**src/rtl/mem_access_ctrl_if.sv**
```systemverilog
// Request, RAM-strobe and MAR signals between the control unit, mem_access_ctrl and the MAR/RAM pair.
// slave: the controller side; master: requesters plus MAR/RAM.
interface mem_access_ctrl_if #(
  parameter int DATA_W = 32
);
  logic              if_req;
  logic [DATA_W-1:0] if_addr;
  logic              if_ack;
  logic              ls_req;
  logic              ls_we;
  logic [DATA_W-1:0] ls_addr;
  logic [DATA_W-1:0] ls_wdata;
  logic              ls_ack;
  logic [DATA_W-1:0] rdata;
  logic              mar_Rin;
  logic [DATA_W-1:0] mar_dIn;
  logic              ram_re;
  logic              ram_we;
  logic [DATA_W-1:0] ram_wdata;
  logic [DATA_W-1:0] ram_rdata;
  logic              busy;

  modport slave (
    input  if_req, if_addr, ls_req, ls_we, ls_addr, ls_wdata, ram_rdata,
    output if_ack, ls_ack, rdata, mar_Rin, mar_dIn, ram_re, ram_we, ram_wdata, busy
  );

  modport master (
    output if_req, if_addr, ls_req, ls_we, ls_addr, ls_wdata, ram_rdata,
    input  if_ack, ls_ack, rdata, mar_Rin, mar_dIn, ram_re, ram_we, ram_wdata, busy
  );
endinterface

```
**src/rtl/mem_access_ctrl.sv**
```systemverilog
// Fetch / load-store access sequencer for the MAR + single-port RAM; MEM_ARB_RR_EN selects round-robin
// arbitration (default: fixed priority, ls over if). States: IDLE | S_MAR load MAR | S_ACC strobe RAM | S_WAIT read latency | S_ACK ack pulse
module mem_access_ctrl #(
  parameter int ADDR_W = 9,
  parameter int DATA_W = 32,
  parameter int RD_LAT = 1
) (
  input logic               clk,
  input logic               clr,
  mem_access_ctrl_if.slave  bus
);

  typedef enum logic [2:0] {IDLE, S_MAR, S_ACC, S_WAIT, S_ACK} state_t;

  // MAR only decodes the low ADDR_W bits, so higher address bits wrap silently
  localparam logic [DATA_W-1:0] ADDR_MASK = {{(DATA_W-ADDR_W){1'b0}}, {ADDR_W{1'b1}}};

  state_t            state;
  logic              gnt_ls;
  logic              we_q;
  logic [DATA_W-1:0] addr_q;
  logic [DATA_W-1:0] wdata_q;
  logic [2:0]        wait_cnt;
  logic              pick_ls;
  logic [DATA_W-1:0] pick_addr;

`ifdef MEM_ARB_RR_EN
  logic rr_ls_next;

  always_comb begin
    pick_ls = bus.ls_req;
    if (bus.ls_req && bus.if_req) pick_ls = rr_ls_next;
  end

  always_ff @(posedge clk or negedge clr) begin
    if (!clr)
      rr_ls_next <= 1'b1;
    else if (state == IDLE && (bus.ls_req || bus.if_req))
      rr_ls_next <= !pick_ls;
  end
`else
  always_comb begin
    pick_ls = bus.ls_req;
  end
`endif

  assign pick_addr = pick_ls ? bus.ls_addr : bus.if_addr;

  always_ff @(posedge clk or negedge clr) begin
    if (!clr) begin
      state         <= IDLE;
      gnt_ls        <= 1'b0;
      we_q          <= 1'b0;
      addr_q        <= '0;
      wdata_q       <= '0;
      wait_cnt      <= '0;
      bus.if_ack    <= 1'b0;
      bus.ls_ack    <= 1'b0;
      bus.rdata     <= '0;
      bus.mar_Rin   <= 1'b0;
      bus.mar_dIn   <= '0;
      bus.ram_re    <= 1'b0;
      bus.ram_we    <= 1'b0;
      bus.ram_wdata <= '0;
      bus.busy      <= 1'b0;
    end else begin
      bus.mar_Rin   <= 1'b0;
      bus.mar_dIn   <= '0;
      bus.ram_re    <= 1'b0;
      bus.ram_we    <= 1'b0;
      bus.ram_wdata <= '0;
      bus.if_ack    <= 1'b0;
      bus.ls_ack    <= 1'b0;
      case (state)
        IDLE: begin
          if (bus.ls_req || bus.if_req) begin
            gnt_ls      <= pick_ls;
            addr_q      <= pick_addr;
            we_q        <= pick_ls && bus.ls_we;
            wdata_q     <= bus.ls_wdata;
            bus.mar_Rin <= 1'b1;
            bus.mar_dIn <= pick_addr & ADDR_MASK;
            bus.busy    <= 1'b1;
            state       <= S_MAR;
          end
        end
        S_MAR: begin
          if (we_q) begin
            bus.ram_we    <= 1'b1;
            bus.ram_wdata <= wdata_q;
          end else begin
            bus.ram_re <= 1'b1;
          end
          state <= S_ACC;
        end
        S_ACC: begin
          if (we_q) begin
            bus.ls_ack <= gnt_ls;
            bus.if_ack <= !gnt_ls;
            state      <= S_ACK;
          end else begin
            wait_cnt <= 3'(RD_LAT - 1);
            state    <= S_WAIT;
          end
        end
        S_WAIT: begin
          if (wait_cnt == 3'd0) begin
            bus.rdata  <= bus.ram_rdata;
            bus.ls_ack <= gnt_ls;
            bus.if_ack <= !gnt_ls;
            state      <= S_ACK;
          end else begin
            wait_cnt <= wait_cnt - 3'd1;
          end
        end
        S_ACK: begin
          bus.busy <= 1'b0;
          state    <= IDLE;
        end
        default: begin
          bus.busy <= 1'b0;
          state    <= IDLE;
        end
      endcase
    end
  end

  // addr_q keeps the full requested address; only its masked form reaches the MAR
  logic unused_ok;
  assign unused_ok = ^addr_q;

endmodule

```
**src/flat_wrapper.sv**
```systemverilog
// flat-port wrapper written by rule: the top's interface ports become plain ports
module mem_access_ctrl_flat 
#(
  parameter int ADDR_W = 9,
  parameter int DATA_W = 32,
  parameter int RD_LAT = 1
)
  (clk, clr, bus_if_req, bus_if_addr, bus_ls_req, bus_ls_we, bus_ls_addr, bus_ls_wdata, bus_ram_rdata, bus_if_ack, bus_ls_ack, bus_rdata, bus_mar_Rin, bus_mar_dIn, bus_ram_re, bus_ram_we, bus_ram_wdata, bus_busy);
  mem_access_ctrl_if #(.DATA_W(DATA_W)) bus_i ();
  input logic clk;
  input logic clr;
  input wire logic [$bits(bus_i.if_req)-1:0] bus_if_req;
  input wire logic [$bits(bus_i.if_addr)-1:0] bus_if_addr;
  input wire logic [$bits(bus_i.ls_req)-1:0] bus_ls_req;
  input wire logic [$bits(bus_i.ls_we)-1:0] bus_ls_we;
  input wire logic [$bits(bus_i.ls_addr)-1:0] bus_ls_addr;
  input wire logic [$bits(bus_i.ls_wdata)-1:0] bus_ls_wdata;
  input wire logic [$bits(bus_i.ram_rdata)-1:0] bus_ram_rdata;
  output wire logic [$bits(bus_i.if_ack)-1:0] bus_if_ack;
  output wire logic [$bits(bus_i.ls_ack)-1:0] bus_ls_ack;
  output wire logic [$bits(bus_i.rdata)-1:0] bus_rdata;
  output wire logic [$bits(bus_i.mar_Rin)-1:0] bus_mar_Rin;
  output wire logic [$bits(bus_i.mar_dIn)-1:0] bus_mar_dIn;
  output wire logic [$bits(bus_i.ram_re)-1:0] bus_ram_re;
  output wire logic [$bits(bus_i.ram_we)-1:0] bus_ram_we;
  output wire logic [$bits(bus_i.ram_wdata)-1:0] bus_ram_wdata;
  output wire logic [$bits(bus_i.busy)-1:0] bus_busy;
  assign bus_i.if_req = bus_if_req;
  assign bus_i.if_addr = bus_if_addr;
  assign bus_i.ls_req = bus_ls_req;
  assign bus_i.ls_we = bus_ls_we;
  assign bus_i.ls_addr = bus_ls_addr;
  assign bus_i.ls_wdata = bus_ls_wdata;
  assign bus_i.ram_rdata = bus_ram_rdata;
  assign bus_if_ack = bus_i.if_ack;
  assign bus_ls_ack = bus_i.ls_ack;
  assign bus_rdata = bus_i.rdata;
  assign bus_mar_Rin = bus_i.mar_Rin;
  assign bus_mar_dIn = bus_i.mar_dIn;
  assign bus_ram_re = bus_i.ram_re;
  assign bus_ram_we = bus_i.ram_we;
  assign bus_ram_wdata = bus_i.ram_wdata;
  assign bus_busy = bus_i.busy;
  mem_access_ctrl #(.ADDR_W(ADDR_W), .DATA_W(DATA_W), .RD_LAT(RD_LAT)) u_core (.clk(clk), .clr(clr), .bus(bus_i));
endmodule
```
**config.mk**
```make
export PLATFORM = sky130hd
export DESIGN_NAME = mem_access_ctrl_flat
export DESIGN_NICKNAME = d
export VERILOG_FILES = /design/src/rtl/mem_access_ctrl_if.sv /design/src/rtl/mem_access_ctrl.sv /design/src/flat_wrapper.sv
export SDC_FILE = /design/constraint.sdc
export NUM_CORES = 1
export LEC_CHECK = 0
export BUFFER_PORTS_ARGS = -buffer_cell sky130_fd_sc_hd__buf_2
export CAP_MARGIN = 20
export CORE_UTILIZATION = 45
export DETAILED_ROUTE_END_ITERATION = 16
export PLACE_DENSITY = 0.86
export SYNTH_ARGS = -nofsm -noshare
export SYNTH_HDL_FRONTEND = slang
export SYNTH_SLANG_ARGS = --single-unit
```
**constraint.sdc**
```tcl
create_clock -name clk -period 2.2 [get_ports clk]
set_input_delay 0.33 -clock clk [delete_from_list [all_inputs] [get_ports clk]]
set_output_delay 0.33 -clock clk [all_outputs]
set_load 0.02 [all_outputs]
```
==> impl_metrics.ini, run 1 <==
[synthesis]
post_synth_mux_area_share_pct = 20.05
synth_area_um2 = 4662
post_synth_inst_count = 310
post_synth.cell_area_avg_um2 = 15.04
simple_gate_fraction_of_synth_area_pct = 7.193
ys_top_cells_by_area = dfrtp_1, mux2_4, mux2_2, and2_1, buf_4
ys_seq_elements = 119
synth.top_cell.area_share_pct = 63.88
yosys_warnings = 0
synth-compound-area-share_pct = 2.093
synth.lib_cells_used.distinct = 34
synth_xor_xnor_area_share_pct = 0
synth_top_cell_by_area = dfrtp_1
synth_top_family_by_area = multiplexers
ys_seq_area_share_pct = 63.88
post_synthesis_share_of_cell_area_spent_on_full_adders_half_adders_and_majority_gates_pct = 0.5368

[grt]
grt_start_max_net_pins = 120
antenna_violations_before_repair = 0
total_routing_usage_reported_by_global_routing_pct = 17.39
wire_length_of_the_first_global_routing_pass_um = 14350
grt_pass1_vias = 2940
globalRouteOverflowTotal = 0

[clocking]
cts.clk_slew.worst_paths_ns = 0.05
tritoncts.num_buffers = 17
post-cts-setup-buffers = 0
tritoncts = done
cts.root.buffer_cell = clkbuf_8
ctsHtreeMaxLevel = 4
clock_tree.buffer_depth = 2
insertion_delay_ns = 0.50
count_of_cells_resized_by_post_cts_repair = 0
cts_hold_repair.buffers = 1
cts.sinks = 119

[placed_design]
placement.io_buffers = 165
detailed_place.area_um2 = 5567
hpwl_reported_at_the_end_of_detailed_placement_um = 6040
finalWeightedCongestion = 0.7424

[route]
drt_wl_total_um = 8753
detail_route.first_pass.iterations = 4
postRouteAntennaNets = 0
initial_drc_count = 147
detail_route.wl_per_cell_um = 13.94
routed-via-count = 2889
post-route-drc-count = 0
routed_via_density = 4.600

[timing]
max-slew-margin-rel_pct = 57.57
timing.fmax_ghz = 0.4950
setup_viol_count_final = 0
hold_violations = 0
final.hold.worst_slack_ns = 0.04440
slew_viol_final = 0
final.setup_skew_ns = 0.008910
rsz0062_at_grt = no
min_period_ns = 2.020
timing.final.crit_share_pct = 91.84
tightestPinTransition_ns = 0.6365
setup_total_negative_slack_ns = 0

[run_status]
run_status = completed

[worst_setup_path]
worstSetupStartpointType = flop
path_max_fanout = 32
cp_data_arrival_time_ns = 2.39
worst-endpoint-required_ns = 2.57
critPathMaxStageDelay_ns = 0.46
crit_chain = inv_1 -> ha_1 -> ha_1 -> nand2_1 -> or3_2 -> buf_12 -> mux2_4
critical_path.slowest_cell = or3_2
crit_path_start = u_core.wait_cnt[0]$_DFFE_PN0P_
r2r-start = u_core.wait_cnt[0]$_DFFE_PN0P_
critPathMostFrequentCell = ha_1
critPathCaptureType = flop
r2r.worst_path.cells = 7
criticalPathCategory = reg2reg

[floorplanning]
core_um2 = 9910
die_w_um = 103.8
die_height_um = 103.8
floorplan.io_pins = 235
die_area_um2 = 10770
placementRows = 36
initial_standard_cell_utilization_of_the_core_pct = 47.05

[pwr]
p_per_area_nw_per_um2 = 1436
vdd_ir_drop_max_v = 0.0006322
power.static_leakage_nw = 3.249

[finish]
drive_above_1_share_pct = 52.53
areaGrowthSynthToFinish_pct = 29.98
antenna-diode-count = 0
final.fill_count = 780
fin_area_um2 = 6060
final_nets = 621

[hold_path]
holdPathStages = 2
path_class_of_the_lowest_slack_min_delay_path = in2reg
startpoint_of_the_most_critical_hold_path = bus_ls_wdata[18]

[flow_run]
maxCapViolCount = 0
[kinds of logic after synthesis]
| family | Yosys count |
|---|---|
| compound gates | 14 |
| fa+ha+maj | 2 |
| buf+inv | 43 |
| flops | 119 |
| mux | 74 |
| other cells | 1 |
| simple gates | 57 |
[state kept, by name (all words and copies together) (netlist names), 3 cells and up]
| signal | count |
|---|---|
| u_core.bus.ram_wdata | 32 |
| u_core.state | 3 |
| u_core.wait_cnt | 3 |
| u_core.wdata_q | 32 |
| u_core.bus.mar_dIn | 9 |
| u_core.bus.rdata | 32 |
[synth_stat cells]
| cell type | instances |
|---|---|
| a21o_1 | 1 |
| nor4b_2 | 1 |
| mux2_2 | 29 |
| nor2_1 | 11 |
| clkbuf_2 | 1 |
| mux2_4 | 30 |
| o21ai_1 | 1 |
| o31ai_1 | 2 |
| nand2b_1 | 1 |
| mux2i_1 | 9 |
| dfrtp_1 | 119 |
| nor4b_1 | 1 |
| o2bb2ai_1 | 1 |
| nor4_1 | 1 |
| a21oi_1 | 3 |
| nand2_1 | 4 |
| a22o_1 | 3 |
| conb_1 | 1 |
| a32o_1 | 1 |
| inv_1 | 4 |
| o21ai_0 | 2 |
| buf_6 | 3 |
| mux2_1 | 6 |
| nor3b_1 | 1 |
| and2_1 | 33 |
| inv_2 | 2 |
| clkbuf_1 | 4 |
| nor3_2 | 1 |
| buf_1 | 1 |
| ha_1 | 2 |
| or3_1 | 1 |
| buf_4 | 27 |
| nor2b_1 | 2 |
| buf_2 | 1 |
[worst max-delay path, delay by kind of cell (launching register included)]
kind | cells | cell delay, ns
fa+ha+maj | 2 | 0.33
buf+inv | 2 | 0.28
flops | 1 | 0.41
mux | 1 | 0.32
simple gates | 2 | 0.53
[layout by cell type, fill, tap and decap left out, types with 6 or more instances in the layout]
cell	synthesis	routed
buf_2	1	164
nor2_1	11	11
mux2i_1	9	9
and2_1	33	33
clkbuf_16	0	16
conb_1	1	23
dfrtp_1	119	119
clkinv_2	0	6
mux2_2	29	29
mux2_4	30	30
mux2_1	6	6
[layer usage]
layer / track usage (%) / share of wire (%)
met4: 7.449 / 1.2
met2: 27.76 / 50
met1: 21.31 / 42
met5: 0 / 0
met3: 6.356 / 7.0
[power by group]
group	switching, W	leakage, nW	internal [W]
sequential	0.000413	1.49	0.00303
combinational	0.00154	1.51	0.00150
clock	0.000824	0.246	0.00140
total	0.00278	3.25	0.00592
[metrics by stage]
step	utilization (%)	setup slack (ns)	std cells	power, W
after detailed placement	56.17	0.2081	599	0.006536
after global placement	56.17	0.2709	599	0.006400
final	61.15	0.1796	628	0.008699
after floorplan	-	0.2611	332	0.005624
after CTS	61.15	0.1933	628	0.008809
after global routing	61.15	0.1261	628	0.009187
[path summary, 6_finish.rpt]
check / endpoint / slack (ns)
worst max-delay path: u_core.bus.rdata[22]$_DFFE_PN0P_ / 0.18
worst min-delay path: u_core.wdata_q[18]$_DFFE_PN0P_ / 0.04
worst max register to register: u_core.bus.rdata[22]$_DFFE_PN0P_ / 0.18
worst min register to register: u_core.bus.if_ack$_DFF_PN0_ / 0.47
max in group asynchronous: u_core.bus.ram_wdata[16]$_DFF_PN0_ / 1.26
min in group asynchronous: u_core.bus.rdata[29]$_DFFE_PN0P_ / 0.44
[area by class of cell]
type / count / area (um^2) / share of cell area (%)
flip-flops and latches: 119 / 2978 / 49.14
multi-input cells: 170 / 1489 / 24.57
repair buffers: 172 / 920.9 / 15.20
clock buffers: 22 / 452.9 / 7.475
well taps: 133 / 166.4 / 2.746
clock inverters: 6 / 30.03 / 0.4956
inverters: 6 / 22.52 / 0.3717
Note: power is estimated with default switching activity, not from simulation.
==> run 2: changes to the inputs <==
- CORE_UTILIZATION: 45 -> 41
- PLACE_DENSITY: 0.86 -> 0.83
- REMOVE_ABC_BUFFERS: not set -> 1
- clock period: 2.2 -> 1.75 ns (I/O delays scaled with it)
==> impl_metrics.ini, run 2 (same netlist as run 1, synthesis figures left out) <==
[run_status]
run_status = finished, violations left
violated_checks = setup timing

[grt]
grt_start_max_net_pins = 46
wire_length_of_the_first_global_routing_pass_um = 14460
grt_pass1_vias = 3045
total_routing_usage_reported_by_global_routing_pct = 16.79
antenna_violations_before_repair = 0
globalRouteOverflowTotal = 0

[finish]
antenna-diode-count = 0
mostFrequentLayoutCells = buf_2, dfrtp_1, and2_1
final_common_cell = buf_2
utilization_pct = 58.40
drive_above_1_share_pct = 55.45
areaGrowthSynthToFinish_pct = 36.98
final_nets = 640
top_regs = u_core.bus.ram_wdata: 32 flops, u_core.bus.rdata: 32 flops, u_core.wdata_q: 32 flops
fin_area_um2 = 6386

[floorplanning]
die_area_um2 = 11800
floorplan.io_pins = 235
placementRows = 38
die_w_um = 108.6
core_um2 = 10940
initial_standard_cell_utilization_of_the_core_pct = 42.63
die_height_um = 108.6

[timing]
timing.fmax_ghz = 0.5300
final.setup_skew_ns = 0.005597
min_period_ns = 1.887
slew_viol_final = 0
finalWorstSetupSlack_ns = -0.1368
timing.final.crit_share_pct = 107.8
hold_violations = 0
rsz0062_at_grt = yes
setup_viol_count_final = 32

[worst_setup_path]
worstSetupStartpointType = flop
worst-endpoint-required_ns = 2.03
path_max_fanout = 8
critPathMostFrequentCell = ha_4
r2r.worst_path.cells = 7
critPathMaxStageDelay_ns = 0.47
cp_data_arrival_time_ns = 2.17
reg2reg_slack_ns = -0.14
critPathCaptureType = flop
critical_path.slowest_cell = or3_4
r2r-start = u_core.wait_cnt[0]$_DFFE_PN0P_
crit_chain = inv_2 -> ha_4 -> ha_4 -> nand2_2 -> or3_4 -> clkbuf_16 -> mux2_4
criticalPathCategory = reg2reg
crit-reg2reg-capture = u_core.bus.rdata[29]$_DFFE_PN0P_
critical_path_buf_inv_count = 2
crit_path_start = u_core.wait_cnt[0]$_DFFE_PN0P_
timing.critical_path.depth = 7
worst_path_dominant_cell_family = simple AND/OR/NAND/NOR gates
critPathCapture = u_core.bus.rdata[29]$_DFFE_PN0P_

[pwr]
vdd_ir_drop_max_v = 0.001023
p_per_area_nw_per_um2 = 1829
power.static_leakage_nw = 3.412
finalPower_w = 0.01168

[route]
routed_via_density = 4.604
routed-via-count = 3011
post-route-drc-count = 0
detail_route.wl_per_cell_um = 14.99
drt_wl_total_um = 9804
initial_drc_count = 102
detail_route.first_pass.iterations = 4
postRouteAntennaNets = 0

[clocking]
tritoncts = done
cts.root.buffer_cell = clkbuf_16
ctsHtreeMaxLevel = 4
clock_tree.buffer_depth = 2
cts.sinks = 119
tritoncts.num_buffers = 17
insertion_delay_ns = 0.40
cts.clk_slew.worst_paths_ns = 0.05

[placed_design]
finalWeightedCongestion = 0.7640
detailed_place.area_um2 = 5698
placement.io_buffers = 165
hpwl_reported_at_the_end_of_detailed_placement_um = 6771

[hold_path]
path_class_of_the_lowest_slack_min_delay_path = in2reg

[flow_run]
maxCapViolCount = 0
run 2: changes by cell type in the layout (fill, tap and decap cells not counted), moves of 2 or more:
cell / change
buf_4: +14
clkbuf_16: +3
clkinv_2: -3
buf_12: +2
clkbuf_8: +2
ha_1: -2
ha_4: +2
inv_1: -2
inv_2: +2
run 2: repair_timing:
| action | CTS | global route |
|---|---|---|
| setup buffers | 0 | 3 |
| hold endpoints to repair | 28 | 0 |
| setup endpoints to repair | 32 | 33 |
| pin swaps | 0 | 3 |
| resized for setup | 2 | 7 |
| gates cloned | 1 | 2 |
| hold buffers | 1 | 0 |
run 2: final cells by class:
class | instances | area (um^2)
clock inverters | 4 | 45.04
fillers | 880 | 4549
multi-input cells | 170 | 1520
flip-flops and latches | 119 | 2978
clock buffers | 24 | 501.7
inverters | 6 | 22.52
well taps | 140 | 175.2
repair buffers | 191 | 1144
run 2: worst reg2reg max path, stage by stage, from the launching register on:
cell,delay (ns)
dfrtp_1,0.39
inv_2,0.08
ha_4,0.13
ha_4,0.13
nand2_2,0.06
or3_4,0.47
clkbuf_16,0.21
mux2_4,0.30
run 2: power breakdown:
part	total [W]	switching (W)	internal, W
logic	0.00418	0.00206	0.00212
registers	0.00433	0.000519	0.00381
clock network	0.00317	0.00108	0.00209
run 2: worst min-delay path by stage:
stage / start / endpoint / slack, ns / depth (start not counted)
floorplan: clr / u_core.bus.busy$_DFFE_PN0P_ / -0.03 / 0
global placement: clr / u_core.bus.rdata[0]$_DFFE_PN0P_ / 0.22 / 1
detailed placement: clr / u_core.bus.rdata[0]$_DFFE_PN0P_ / 0.22 / 1
CTS: bus_ls_wdata[30] / u_core.wdata_q[30]$_DFFE_PN0P_ / 0.05 / 2
global route: bus_ls_wdata[30] / u_core.wdata_q[30]$_DFFE_PN0P_ / 0.07 / 2
finish: bus_ls_wdata[30] / u_core.wdata_q[30]$_DFFE_PN0P_ / 0.08 / 2
run 2: per-stage QoR:
stage	setup slack [ns]	instances	setup TNS, ns	hold WS (ns)
2_1_floorplan	-0.8588	295	-33.84	-0.03309
3_3_place_gp	-0.1520	619	-4.668	0.2170
3_5_place_dp	-0.1873	619	-5.564	0.2208
4_1_cts	-0.1017	649	-2.976	0.05292
5_1_grt	-0.1838	654	-5.364	0.06513
6_report	-0.1368	654	-3.738	0.07527
run 2: routing by layer:
layer	wire (um)	global-route usage [%]
met1	3887	17.86
met2	4994	29.07
met3	725	6.396
met4	195	8.398
met5	0	0
==> run 3: changes to the inputs <==
- MAX_ROUTING_LAYER: not set -> met4
- TNS_END_PERCENT: not set -> 1
==> impl_metrics.ini, run 3 (same netlist as run 1, synthesis figures left out) <==
[run_status]
run_status = finished, violations left
violated_checks = setup timing

[clocking]
cts.root.buffer_cell = clkbuf_16
clock_tree.buffer_depth = 2
tritoncts.num_buffers = 17
insertion_delay_ns = 0.41
ctsHtreeMaxLevel = 4
cts.clk_slew.worst_paths_ns = 0.05
cts.sinks = 119
tritoncts = done

[worst_setup_path]
cp_data_arrival_time_ns = 2.17
path_max_fanout = 8
criticalPathCategory = reg2reg
crit_chain = inv_2 -> ha_4 -> ha_4 -> nand2_2 -> or3_4 -> clkbuf_16 -> mux2_4
critPathMaxStageDelay_ns = 0.47
critical_path.slowest_cell = or3_4
reg2reg_slack_ns = -0.14
critPathCaptureType = flop
worst-endpoint-required_ns = 2.04
worstSetupStartpointType = flop
r2r.worst_path.cells = 7
critPathMostFrequentCell = ha_4
crit-reg2reg-capture = u_core.bus.rdata[29]$_DFFE_PN0P_
r2r-start = u_core.wait_cnt[0]$_DFFE_PN0P_

[pwr]
total_switching_power_w = 0.003669
power.combinational.fraction_pct = 35.8
power.static_leakage_nw = 3.412
p_clk_share_pct = 27.2
netSwitchingFraction_pct = 31.39
internal_power_w = 0.008020
p_per_area_nw_per_um2 = 1830
vdd_ir_drop_max_v = 0.001023
sequentialPowerShare_pct = 37.0

[floorplanning]
die_height_um = 108.6
floorplan.io_pins = 235
placementRows = 38
die_w_um = 108.6
core_um2 = 10940
die_area_um2 = 11800
initial_standard_cell_utilization_of_the_core_pct = 42.63

[grt]
globalRouteOverflowTotal = 0
grt_pass1_vias = 3052
total_routing_usage_reported_by_global_routing_pct = 17.35
antenna_violations_before_repair = 0
wire_length_of_the_first_global_routing_pass_um = 14490
grt_start_max_net_pins = 46

[placed_design]
detailed_place.area_um2 = 5698
dp_slack_ns = -0.1873
placement.io_buffers = 165
finalWeightedCongestion = 0.7741
hpwl_reported_at_the_end_of_detailed_placement_um = 6771

[route]
post-route-drc-count = 0
drt_wl_total_um = 9820
routed-via-count = 3012
routed_via_density = 4.606
detail_route.wl_per_cell_um = 15.02
postRouteAntennaNets = 0
initial_drc_count = 98
detail_route.first_pass.iterations = 4

[timing]
min_period_ns = 1.887
setup_viol_count_final = 32
hold_violations = 0
slew_viol_final = 0
timing.final.crit_share_pct = 107.8
final.setup_skew_ns = 0.007468
rsz0062_at_grt = yes
final.hold.worst_slack_ns = 0.07027
finalWorstSetupSlack_ns = -0.1370
setup_total_negative_slack_ns = -3.741
timing.fmax_ghz = 0.5299

[hold_path]
startpoint_of_the_most_critical_hold_path = bus_ls_wdata[30]
path_class_of_the_lowest_slack_min_delay_path = in2reg
holdPathStages = 2
capture_endpoint_of_the_worst_hold_path = u_core.wdata_q[30]$_DFFE_PN0P_

[finish]
mostFrequentLayoutCells = buf_2, dfrtp_1, and2_1
areaGrowthSynthToFinish_pct = 36.98
drive_above_1_share_pct = 55.45
top_regs = u_core.bus.ram_wdata: 32 flops, u_core.bus.rdata: 32 flops, u_core.wdata_q: 32 flops
utilization_pct = 58.40
final_common_cell = buf_2
antenna-diode-count = 0
final_nets = 640
fin_area_um2 = 6386

[flow_run]
maxCapViolCount = 0
[run 3: cell counts in the layout (fill, tap and decap cells not counted)]
No cell type changed its count.
[run 3: metrics by stage]
stage                     cells  total power (W)
final                       654          0.01169
after global routing        654          0.01232
after CTS                   649          0.01172
after detailed placement    619         0.008408
after global placement      619         0.008230
after floorplan             295         0.006915
[run 3: how the worst max path moves through the flow]
stage / startpoint / endpoint / depth (start not counted)
2_1_floorplan: u_core.wait_cnt[0]$_DFFE_PN0P_ / u_core.bus.rdata[0]$_DFFE_PN0P_ / 6
6_report: u_core.wait_cnt[0]$_DFFE_PN0P_ / u_core.bus.rdata[29]$_DFFE_PN0P_ / 7
5_1_grt: u_core.wait_cnt[0]$_DFFE_PN0P_ / u_core.bus.rdata[20]$_DFFE_PN0P_ / 7
3_5_place_dp: u_core.wait_cnt[0]$_DFFE_PN0P_ / u_core.bus.rdata[23]$_DFFE_PN0P_ / 7
4_1_cts: u_core.wait_cnt[0]$_DFFE_PN0P_ / u_core.bus.rdata[29]$_DFFE_PN0P_ / 7
3_3_place_gp: u_core.wait_cnt[0]$_DFFE_PN0P_ / u_core.bus.rdata[5]$_DFFE_PN0P_ / 7
[run 3: repair_timing]
| item | CTS | global route |
|---|---|---|
| hold endpoints to repair | 28 | 0 |
| setup endpoints to repair | 32 | 33 |
| cloned | 1 | 2 |
| pin swaps | 0 | 3 |
| hold buffers | 1 | 0 |
| gates resized for setup | 2 | 7 |
| setup buffers | 0 | 3 |
[run 3: layout make-up]
type / count / area, um^2
Clock buffer: 24 / 501.7
Clock inverter: 4 / 45.04
Fill cell: 880 / 4549
Inverter: 6 / 22.52
Multi-Input combinational cell: 170 / 1520
Sequential cell: 119 / 2978
Tap cell: 140 / 175.2
Timing Repair Buffer: 191 / 1144
[run 3: power by group through the flow]
stage          Combinational, W  Clock (W)  Sequential, W
3_5_place_dp            0.00404          0        0.00436
3_3_place_gp            0.00395          0        0.00428
6_report                0.00418    0.00318        0.00433
2_1_floorplan           0.00188          0        0.00503
5_1_grt                 0.00449    0.00339        0.00445
4_1_cts                 0.00415    0.00325        0.00433
[run 3: metal layers]
metal | up-vias | part of all wire (%) | GRT usage (%)
li1 | 1387 | - | -
met1 | 1467 | 40 | 18.33
met2 | 138 | 51 | 29.11
met3 | 20 | 6.8 | 5.918
met4 | 0 | 1.7 | 8.301
met5 | - | 0 | -
[run 3: worst max-delay path, delay by kind of cell (launching register included)]
| kind | cells | cell delay (ns) |
|---|---|---|
| buffers and inverters | 2 | 0.29 |
| adders and majority gates | 2 | 0.26 |
| and+or+nand+nor | 2 | 0.53 |
| DFF | 1 | 0.39 |
| muxes | 1 | 0.30 |
